## config.mk

```make
export PLATFORM = sky130hd
export DESIGN_NAME = conv2d_stream_engine
export DESIGN_NICKNAME = d
export VERILOG_FILES = /design/src/rtl/conv_pkg.sv /design/src/rtl/conv_mac.sv /design/src/rtl/conv2d_stream_engine.sv
export SDC_FILE = /design/constraint.sdc
export NUM_CORES = 1
export LEC_CHECK = 0
export CELL_PAD_IN_SITES_DETAIL_PLACEMENT = 0
export CELL_PAD_IN_SITES_GLOBAL_PLACEMENT = 1
export CORE_MARGIN = 2
export CORE_UTILIZATION = 40
export DETAILED_ROUTE_END_ITERATION = 12
export HOLD_SLACK_MARGIN = 0.05
export PLACE_DENSITY = 0.7
export SLEW_MARGIN = 10
export SYNTH_ARGS = -nofsm -noshare
export SYNTH_HDL_FRONTEND = slang
export SYNTH_SLANG_ARGS = --single-unit
```

## constraint.sdc

```tcl
create_clock -name clk -period 6 [get_ports clk]
set_input_delay 1.2 -clock clk [delete_from_list [all_inputs] [get_ports clk]]
set_output_delay 1.2 -clock clk [all_outputs]
set_load 0.02 [all_outputs]
```

## src/rtl/conv_pkg.sv

```systemverilog
// Shared types and sizing helpers for the streaming 2-D convolution engine.
package conv_pkg;

   typedef enum logic [1:0] {
      IDLE    = 2'd0,
      COMPUTE = 2'd1,
      OUT     = 2'd2
   } state_t;

   function automatic int unsigned clog2(input int unsigned v);
      int unsigned r;
      r = 0;
      while ((64'd1 << r) < 64'(v)) r++;
      return r;
   endfunction

   // Counter width for a range of `depth` values; never narrower than one bit.
   function automatic int unsigned idx_width(input int unsigned depth);
      return (clog2(depth) == 0) ? 1 : clog2(depth);
   endfunction

   function automatic int unsigned acc_width(input int unsigned dw, input int unsigned k);
      return 2 * dw + clog2(k * k);
   endfunction

   function automatic int unsigned nout_of(input int unsigned n, input int unsigned k);
      return n - k + 1;
   endfunction

endpackage

```

## src/rtl/conv_mac.sv

```systemverilog
// Unsigned DW x DW multiply-accumulate with synchronous clear and enable.
module conv_mac #(
   parameter int unsigned DW   = 8,
   parameter int unsigned ACCW = 20
) (
   input  logic            clk,
   input  logic            reset,
   input  logic            clr,
   input  logic            en,
   input  logic [DW-1:0]   a,
   input  logic [DW-1:0]   b,
   output logic [ACCW-1:0] acc
);

   logic [2*DW-1:0] prod;

   assign prod = {{DW{1'b0}}, a} * {{DW{1'b0}}, b};

   always_ff @(posedge clk or negedge reset) begin
      if (!reset) begin
         acc <= '0;
      end else if (clr) begin
         acc <= '0;
      end else if (en) begin
         acc <= acc + ACCW'(prod);
      end
   end

endmodule

```

## src/rtl/conv2d_stream_engine.sv

```systemverilog
// Streaming 2-D convolution/correlation engine: buffered image and kernel,
// one K*K-cycle MAC pass per valid output, results in raster order.
module conv2d_stream_engine
   import conv_pkg::*;
#(
   parameter int unsigned DW  = 8,
   parameter int unsigned N   = 4,
   parameter int unsigned K   = 3,
   parameter int unsigned SAT = 0
) (
   input  logic          clk,
   input  logic          reset,
   input  logic          in_valid,
   output logic          in_ready,
   input  logic          in_sel,
   input  logic [DW-1:0] in_data,
   input  logic          run,
   input  logic          flip,
   output logic          o_valid,
   input  logic          o_ready,
   output logic [DW-1:0] o_data,
   output logic          busy,
   output logic          done
);

   localparam int unsigned KK   = K * K;
   localparam int unsigned NN   = N * N;
   localparam int unsigned ACCW = acc_width(DW, K);
   localparam int unsigned NOUT = nout_of(N, K);
   localparam int unsigned KAW  = idx_width(KK);
   localparam int unsigned NAW  = idx_width(NN);
   localparam int unsigned SW   = idx_width(K);
   localparam int unsigned OW   = idx_width(NOUT);

   state_t state, state_nxt;

   logic [DW-1:0]   kbuf [KK];
   logic [DW-1:0]   ibuf [NN];
   logic [KAW-1:0]  kcnt;
   logic [NAW-1:0]  icnt;
   logic            k_loaded, i_loaded;
   logic            flip_q, clr_phase, done_q;
   logic [SW-1:0]   mi, mj;
   logic [OW-1:0]   r, c;
   logic [KAW-1:0]  kaddr;
   logic [NAW-1:0]  iaddr;
   logic [ACCW-1:0] acc;
   logic            accept_in, start, mac_last, win_last, o_fire;
   logic            mac_clr, mac_en;

   assign accept_in = in_valid && (state == IDLE);
   assign start     = run && (state == IDLE) && k_loaded && i_loaded;
   assign mac_last  = (mi == SW'(K - 1)) && (mj == SW'(K - 1));
   assign win_last  = (r == OW'(NOUT - 1)) && (c == OW'(NOUT - 1));
   assign o_fire    = (state == OUT) && o_ready;
   assign mac_clr   = (state == COMPUTE) && clr_phase;
   assign mac_en    = (state == COMPUTE) && !clr_phase;

   // Rotating the kernel by 180 degrees is just reversing its linear index.
   assign kaddr = flip_q ? KAW'((K - 1 - mi) * K + (K - 1 - mj))
                         : KAW'(mi * K + mj);
   assign iaddr = NAW'((r + mi) * N + c + mj);

   assign in_ready = (state == IDLE);
   assign busy     = (state != IDLE);
   assign o_valid  = (state == OUT);
   assign done     = done_q;

   always_comb begin
      o_data = '0;
      if (state == OUT) begin
         if ((SAT != 0) && (|acc[ACCW-1:DW])) o_data = '1;
         else                                 o_data = acc[DW-1:0];
      end
   end

   always_ff @(posedge clk or negedge reset) begin
      if (!reset) state <= IDLE;
      else        state <= state_nxt;
   end

   always_comb begin
      state_nxt = state;
      case (state)
         IDLE:    if (start) state_nxt = COMPUTE;
         COMPUTE: if (!clr_phase && mac_last) state_nxt = OUT;
         OUT:     if (o_ready) state_nxt = win_last ? IDLE : COMPUTE;
         default: state_nxt = IDLE;
      endcase
   end

   always_ff @(posedge clk or negedge reset) begin
      if (!reset) begin
         for (int unsigned x = 0; x < KK; x++) kbuf[x] <= '0;
         for (int unsigned x = 0; x < NN; x++) ibuf[x] <= '0;
         kcnt      <= '0;
         icnt      <= '0;
         k_loaded  <= 1'b0;
         i_loaded  <= 1'b0;
         flip_q    <= 1'b0;
         clr_phase <= 1'b0;
         done_q    <= 1'b0;
         mi        <= '0;
         mj        <= '0;
         r         <= '0;
         c         <= '0;
      end else begin
         done_q <= 1'b0;
         if (accept_in) begin
            if (in_sel) begin
               ibuf[icnt] <= in_data;
               if (icnt == NAW'(NN - 1)) begin
                  icnt     <= '0;
                  i_loaded <= 1'b1;
               end else begin
                  icnt <= icnt + 1'b1;
               end
            end else begin
               kbuf[kcnt] <= in_data;
               if (kcnt == KAW'(KK - 1)) begin
                  kcnt     <= '0;
                  k_loaded <= 1'b1;
               end else begin
                  kcnt <= kcnt + 1'b1;
               end
            end
         end
         if (start) begin
            flip_q    <= flip;
            clr_phase <= 1'b1;
            mi        <= '0;
            mj        <= '0;
            r         <= '0;
            c         <= '0;
         end
         // First COMPUTE cycle only clears the accumulator; MACs follow.
         if (state == COMPUTE) begin
            if (clr_phase) begin
               clr_phase <= 1'b0;
            end else if (mj == SW'(K - 1)) begin
               mj <= '0;
               mi <= (mi == SW'(K - 1)) ? '0 : mi + 1'b1;
            end else begin
               mj <= mj + 1'b1;
            end
         end
         if (o_fire) begin
            clr_phase <= 1'b1;
            if (win_last) begin
               r      <= '0;
               c      <= '0;
               done_q <= 1'b1;
            end else if (c == OW'(NOUT - 1)) begin
               c <= '0;
               r <= r + 1'b1;
            end else begin
               c <= c + 1'b1;
            end
         end
      end
   end

   conv_mac #(
      .DW   (DW),
      .ACCW (ACCW)
   ) u_mac (
      .clk   (clk),
      .reset (reset),
      .clr   (mac_clr),
      .en    (mac_en),
      .a     (ibuf[iaddr]),
      .b     (kbuf[kaddr]),
      .acc   (acc)
   );

endmodule

```

==> results.txt <==
----------------------------------------------------
[Worst setup path]
  Worst EP required ... 6.44 ns
  Peak fanout along the critical path ... 6
  Startpoint type of the worst setup path ... flip-flop
  Type of the setup path with the least slack ... reg2reg
  Kind of end point of the critical path ... flip-flop
  Crit path DAT ... 6.59 ns

[Timing]
  Number of setup violations in the final report ... 1
  Share of the cycle needed by the critical path after routing ... 1.02
  Maximum achievable frequency ... 163 MHz
  Max Clock Skew ... 0.0187 ns
  Setup repair after global routing missed its margin ... yes
  Relative slew slack ... 0.256
  Count of final max-slew check failures ... 0
  Minimum setup slack in the final design ... -0.149 ns
  Crit path time final ... 6.15 ns
  Least-Margin Pin Slew ... 1.11 ns
  Number of endpoints with negative hold slack in the final report ... 0

[Clock network]
  Worst-case clock buffer depth ... 3
  CTS Buf Count ... 27
  Clock Latency Late Sink ... 0.54 ns
  CTS clock-pin slew for the worst setup and hold paths ... 0.06 ns
  Total of hold buffers inserted after clock tree synthesis ... 0
  Total number of clock tree sinks ... 229
  Root Driver ... sky130_fd_sc_hd__clkbuf_16
  CTS tree ... done
  CTS H-tree lvls ... 1

[Cells and area]
  Relative area change from synthesis to final layout ... 17.5%
  Number of antenna diodes ... 0
  Number of filler instances in the final layout ... 2,617
  Share of final-layout standard cells stronger than drive strength 1 ... 0.403
  Fin util ... 0.477
  Final Net Count ... 1,052

[Die]
  Horiz. Die Dim ... 177 um
  Overall die area ... 31,400 um^2
  Die height ... 177 um
  Top-level port count ... 27
  Core region area ... 29,600 um^2
  Starting density of the core ... 0.406
  Std-Cell Rows ... 63

[Logic synthesis]
  Average footprint of a synthesized cell ... 13.4 um^2
  Synthesized instance count ... 897
  Fraction of synthesis flops using an asynchronous set or reset pin ... 1.00
  Primary flip-flop cell chosen by synthesis mapping ... sky130_fd_sc_hd__dfrtp_1
  Synthesis warning total ... 0
  Proportion of synthesized chip area in sequential cells ... 0.478
  Combined area of all synthesized cells ... 12,000 um^2
  Net count of the mapped netlist ... 974
  Unique masters post-synth ... 53
  Number of enable-type register cells in the synthesized netlist ... 0
  Post-synthesis register bit count ... 229

[Job]
  Max-cap check violation count ... 0

[Detailed routing]
  DR pass1 iterations ... 4
  Iteration-0 DRC count of the detailed router ... 309
  WL per Instance ... 19.4 um
  Routed via count divided by cell count ... 5.18
  Final routed wirelength across all metal layers ... 26,900 um
  Post-route DRC violation count ... 0
  Routed via count ... 7,166
  Post-DRT Antenna Nets ... 0

[Placed design]
  Post-Place Worst Slack ... -0.159 ns
  Count of buffers from port buffering ... 26
  Placed wire-length estimate after detailed placement ... 18,200 um
  Routability congestion estimate ... 0.813

[GRT]
  Number of global-route vias before repair ... 7,649
  Tot GR Track Use ... 0.182
  Antenna violations before repair ... 0
  GR Layer Usage met3 ... 0.0243
  GRT met2 Usage ... 0.297
  Largest net degree at the start of global routing ... 111
  First-pass GRT wire length ... 43,800 um
  Met1 usage ... 0.257
  Routing layer with the top usage in global route ... met2
  Remaining Overflow, GRT ... 0

[Run status]
  Run status ... finished with violations
  Violated checks ... setup timing

[Min path]
  Hold/Removal Path Class ... reg2reg

----------------------------------------------------
final cells by class:
type	instances	area (um^2)	area share
clock inverters	11	92.6	0.00657
flip-flops and latches	229	5730	0.407
well taps	390	488	0.0346
multi-input cells	563	5960	0.423
repair buffers	94	830	0.0589
clock buffers	37	763	0.0542
inverters	60	230	0.0163
flip-flops by register name, summed over array words and instances (netlist names), 2 cells and up:
| name | count |
|---|---|
| mi | 2 |
| kbuf | 72 |
| kcnt | 4 |
| state | 2 |
| u_mac.acc | 8 |
| mj | 2 |
| ibuf | 128 |
| icnt | 4 |
worst max-delay path: stages (launching register included):
cell and delay (ns):
sky130_fd_sc_hd__dfrtp_2 0.42, sky130_fd_sc_hd__inv_4 0.07, sky130_fd_sc_hd__ha_4 0.19, sky130_fd_sc_hd__xnor2_1 0.12
sky130_fd_sc_hd__ha_1 0.29, sky130_fd_sc_hd__ha_1 0.18, sky130_fd_sc_hd__inv_1 0.07, sky130_fd_sc_hd__fa_1 0.45
sky130_fd_sc_hd__or2b_4 0.30, sky130_fd_sc_hd__and4bb_2 0.28, sky130_fd_sc_hd__nand2_4 0.10, sky130_fd_sc_hd__o211ai_4 0.13
sky130_fd_sc_hd__buf_4 0.16, sky130_fd_sc_hd__and2_1 0.16, sky130_fd_sc_hd__fa_1 0.36, sky130_fd_sc_hd__ha_1 0.29
sky130_fd_sc_hd__ha_1 0.28, sky130_fd_sc_hd__inv_1 0.06, sky130_fd_sc_hd__fa_1 0.52, sky130_fd_sc_hd__inv_1 0.04
sky130_fd_sc_hd__ha_2 0.18, sky130_fd_sc_hd__fa_2 0.34, sky130_fd_sc_hd__a21o_1 0.17, sky130_fd_sc_hd__a21oi_2 0.17
sky130_fd_sc_hd__xnor2_2 0.13, sky130_fd_sc_hd__xnor2_1 0.15, sky130_fd_sc_hd__xnor3_1 0.26, sky130_fd_sc_hd__o31ai_2 0.17
layout by cell type (no fill, tap or decap), types with 4 or more instances in the layout:
cell type                         Yosys  layout
sky130_fd_sc_hd__nand2_2              1       6
sky130_fd_sc_hd__inv_1               60      54
sky130_fd_sc_hd__dfrtp_1            229     226
sky130_fd_sc_hd__clkbuf_16            0      27
sky130_fd_sc_hd__clkbuf_1            31       5
sky130_fd_sc_hd__clkbuf_8             0       5
sky130_fd_sc_hd__mux2_2             199     198
sky130_fd_sc_hd__xnor2_2              1       4
sky130_fd_sc_hd__nand3_1             14      14
sky130_fd_sc_hd__mux4_2              46      46
sky130_fd_sc_hd__mux2i_1             13      13
sky130_fd_sc_hd__clkdlybuf4s50_1      0      25
sky130_fd_sc_hd__nand2_1             76      71
sky130_fd_sc_hd__o21ai_0             27      27
sky130_fd_sc_hd__a211oi_1             5       5
sky130_fd_sc_hd__buf_12               1       4
sky130_fd_sc_hd__nor2_1              13      13
sky130_fd_sc_hd__nand2b_1             9       9
sky130_fd_sc_hd__nor2b_1              9       9
sky130_fd_sc_hd__nor3_1               5       5
sky130_fd_sc_hd__clkinv_2             0       6
sky130_fd_sc_hd__fa_1                22      17
sky130_fd_sc_hd__inv_2                0       4
sky130_fd_sc_hd__xnor2_1             13      10
sky130_fd_sc_hd__a21oi_1              9       8
sky130_fd_sc_hd__and2_1              19      18
sky130_fd_sc_hd__fa_2                 0       5
sky130_fd_sc_hd__buf_4                2      63
sky130_fd_sc_hd__ha_1                40      35
kinds of logic (layout without fill, tap and decap cells):
family                     Yosys count  in the layout  synth area share
muxes                              261            261             0.290
adders and majority gates           62             62            0.0785
AOI/OAI and AO/OA                   64             64            0.0345
xor gates and xnor gates            21             21            0.0194
and+or+nand+nor                    155            155            0.0618
buffers and inverters              105            202            0.0383
DFF                                229            229             0.478
cells in the mapped netlist, types with 2 or more instances:
cell type,instances,area share
sky130_fd_sc_hd__dfrtp_1,229,0.48
sky130_fd_sc_hd__mux2_2,199,0.19
sky130_fd_sc_hd__nand2_1,76,0.024
sky130_fd_sc_hd__inv_1,60,0.019
sky130_fd_sc_hd__mux4_2,46,0.086
sky130_fd_sc_hd__ha_1,40,0.042
sky130_fd_sc_hd__clkbuf_1,31,0.0097
sky130_fd_sc_hd__o21ai_0,27,0.011
sky130_fd_sc_hd__fa_1,22,0.037
sky130_fd_sc_hd__and2_1,19,0.0099
sky130_fd_sc_hd__nand3_1,14,0.0058
sky130_fd_sc_hd__mux2i_1,13,0.011
sky130_fd_sc_hd__nor2_1,13,0.0041
sky130_fd_sc_hd__xnor2_1,13,0.0095
sky130_fd_sc_hd__a21oi_1,9,0.0038
sky130_fd_sc_hd__nand2b_1,9,0.0047
sky130_fd_sc_hd__nor2b_1,9,0.0047
sky130_fd_sc_hd__a211oi_1,5,0.0031
sky130_fd_sc_hd__a22oi_1,5,0.0031
sky130_fd_sc_hd__buf_2,5,0.0021
sky130_fd_sc_hd__nor3_1,5,0.0021
sky130_fd_sc_hd__buf_6,4,0.0038
sky130_fd_sc_hd__xor2_1,4,0.0029
sky130_fd_sc_hd__a21o_1,3,0.0019
sky130_fd_sc_hd__xnor3_1,3,0.0056
sky130_fd_sc_hd__a21boi_1,2,0.0013
sky130_fd_sc_hd__a22o_1,2,0.0015
sky130_fd_sc_hd__buf_4,2,0.0013
sky130_fd_sc_hd__mux4_1,2,0.0044
sky130_fd_sc_hd__o211ai_1,2,0.0013
sky130_fd_sc_hd__o22ai_1,2,0.0010
path summary, 6_finish.rpt:
kind	start	end	slack, ns	cells past startpoint
max	mi[0]$_DFF_PN0_	u_mac.acc[7]$_DFFE_PN0P_	-0.15	27
min	k_loaded$_DFFE_PN0P_	k_loaded$_DFFE_PN0P_	0.48	1
max reg2reg	mi[0]$_DFF_PN0_	u_mac.acc[7]$_DFFE_PN0P_	-0.15	27
min reg2reg	k_loaded$_DFFE_PN0P_	k_loaded$_DFFE_PN0P_	0.48	1
max in group asynchronous	reset	ibuf[67]$_DFFE_PN0P_	3.95	2
min in group asynchronous	reset	kbuf[58]$_DFFE_PN0P_	0.69	1
per-stage QoR:
| stage | hold WS (ns) | cells | area (um^2) | setup TNS [ns] |
|---|---|---|---|---|
| final | 0.477 | 1384 | 14100 | -0.149 |
| after CTS | 0.481 | 1382 | 14000 | -0.140 |
| after global placement | 0.453 | 1330 | 13100 | -0.0785 |
| after global routing | 0.504 | 1384 | 14100 | -0.414 |
| after detailed placement | 0.468 | 1330 | 13100 | -0.159 |
| after floorplan | 0.435 | 897 | 12100 | 0 |
timing repair:
action                                  4_1_cts  5_1_grt
endpoints found under the setup margin        1        2
buffers inserted                              4        2
pin swaps                                    23        5
resized for setup                            14        8
metal layers:
layer	vias to the layer above	part of all wire
met4	0	0.017
met5	-	0
li1	3319	-
met1	3726	0.47
met3	33	0.037
met2	88	0.48
Power is left out: the tool's default activity adds up to more than one toggle a clock period on the data nets, which glitch-free logic cannot reach.
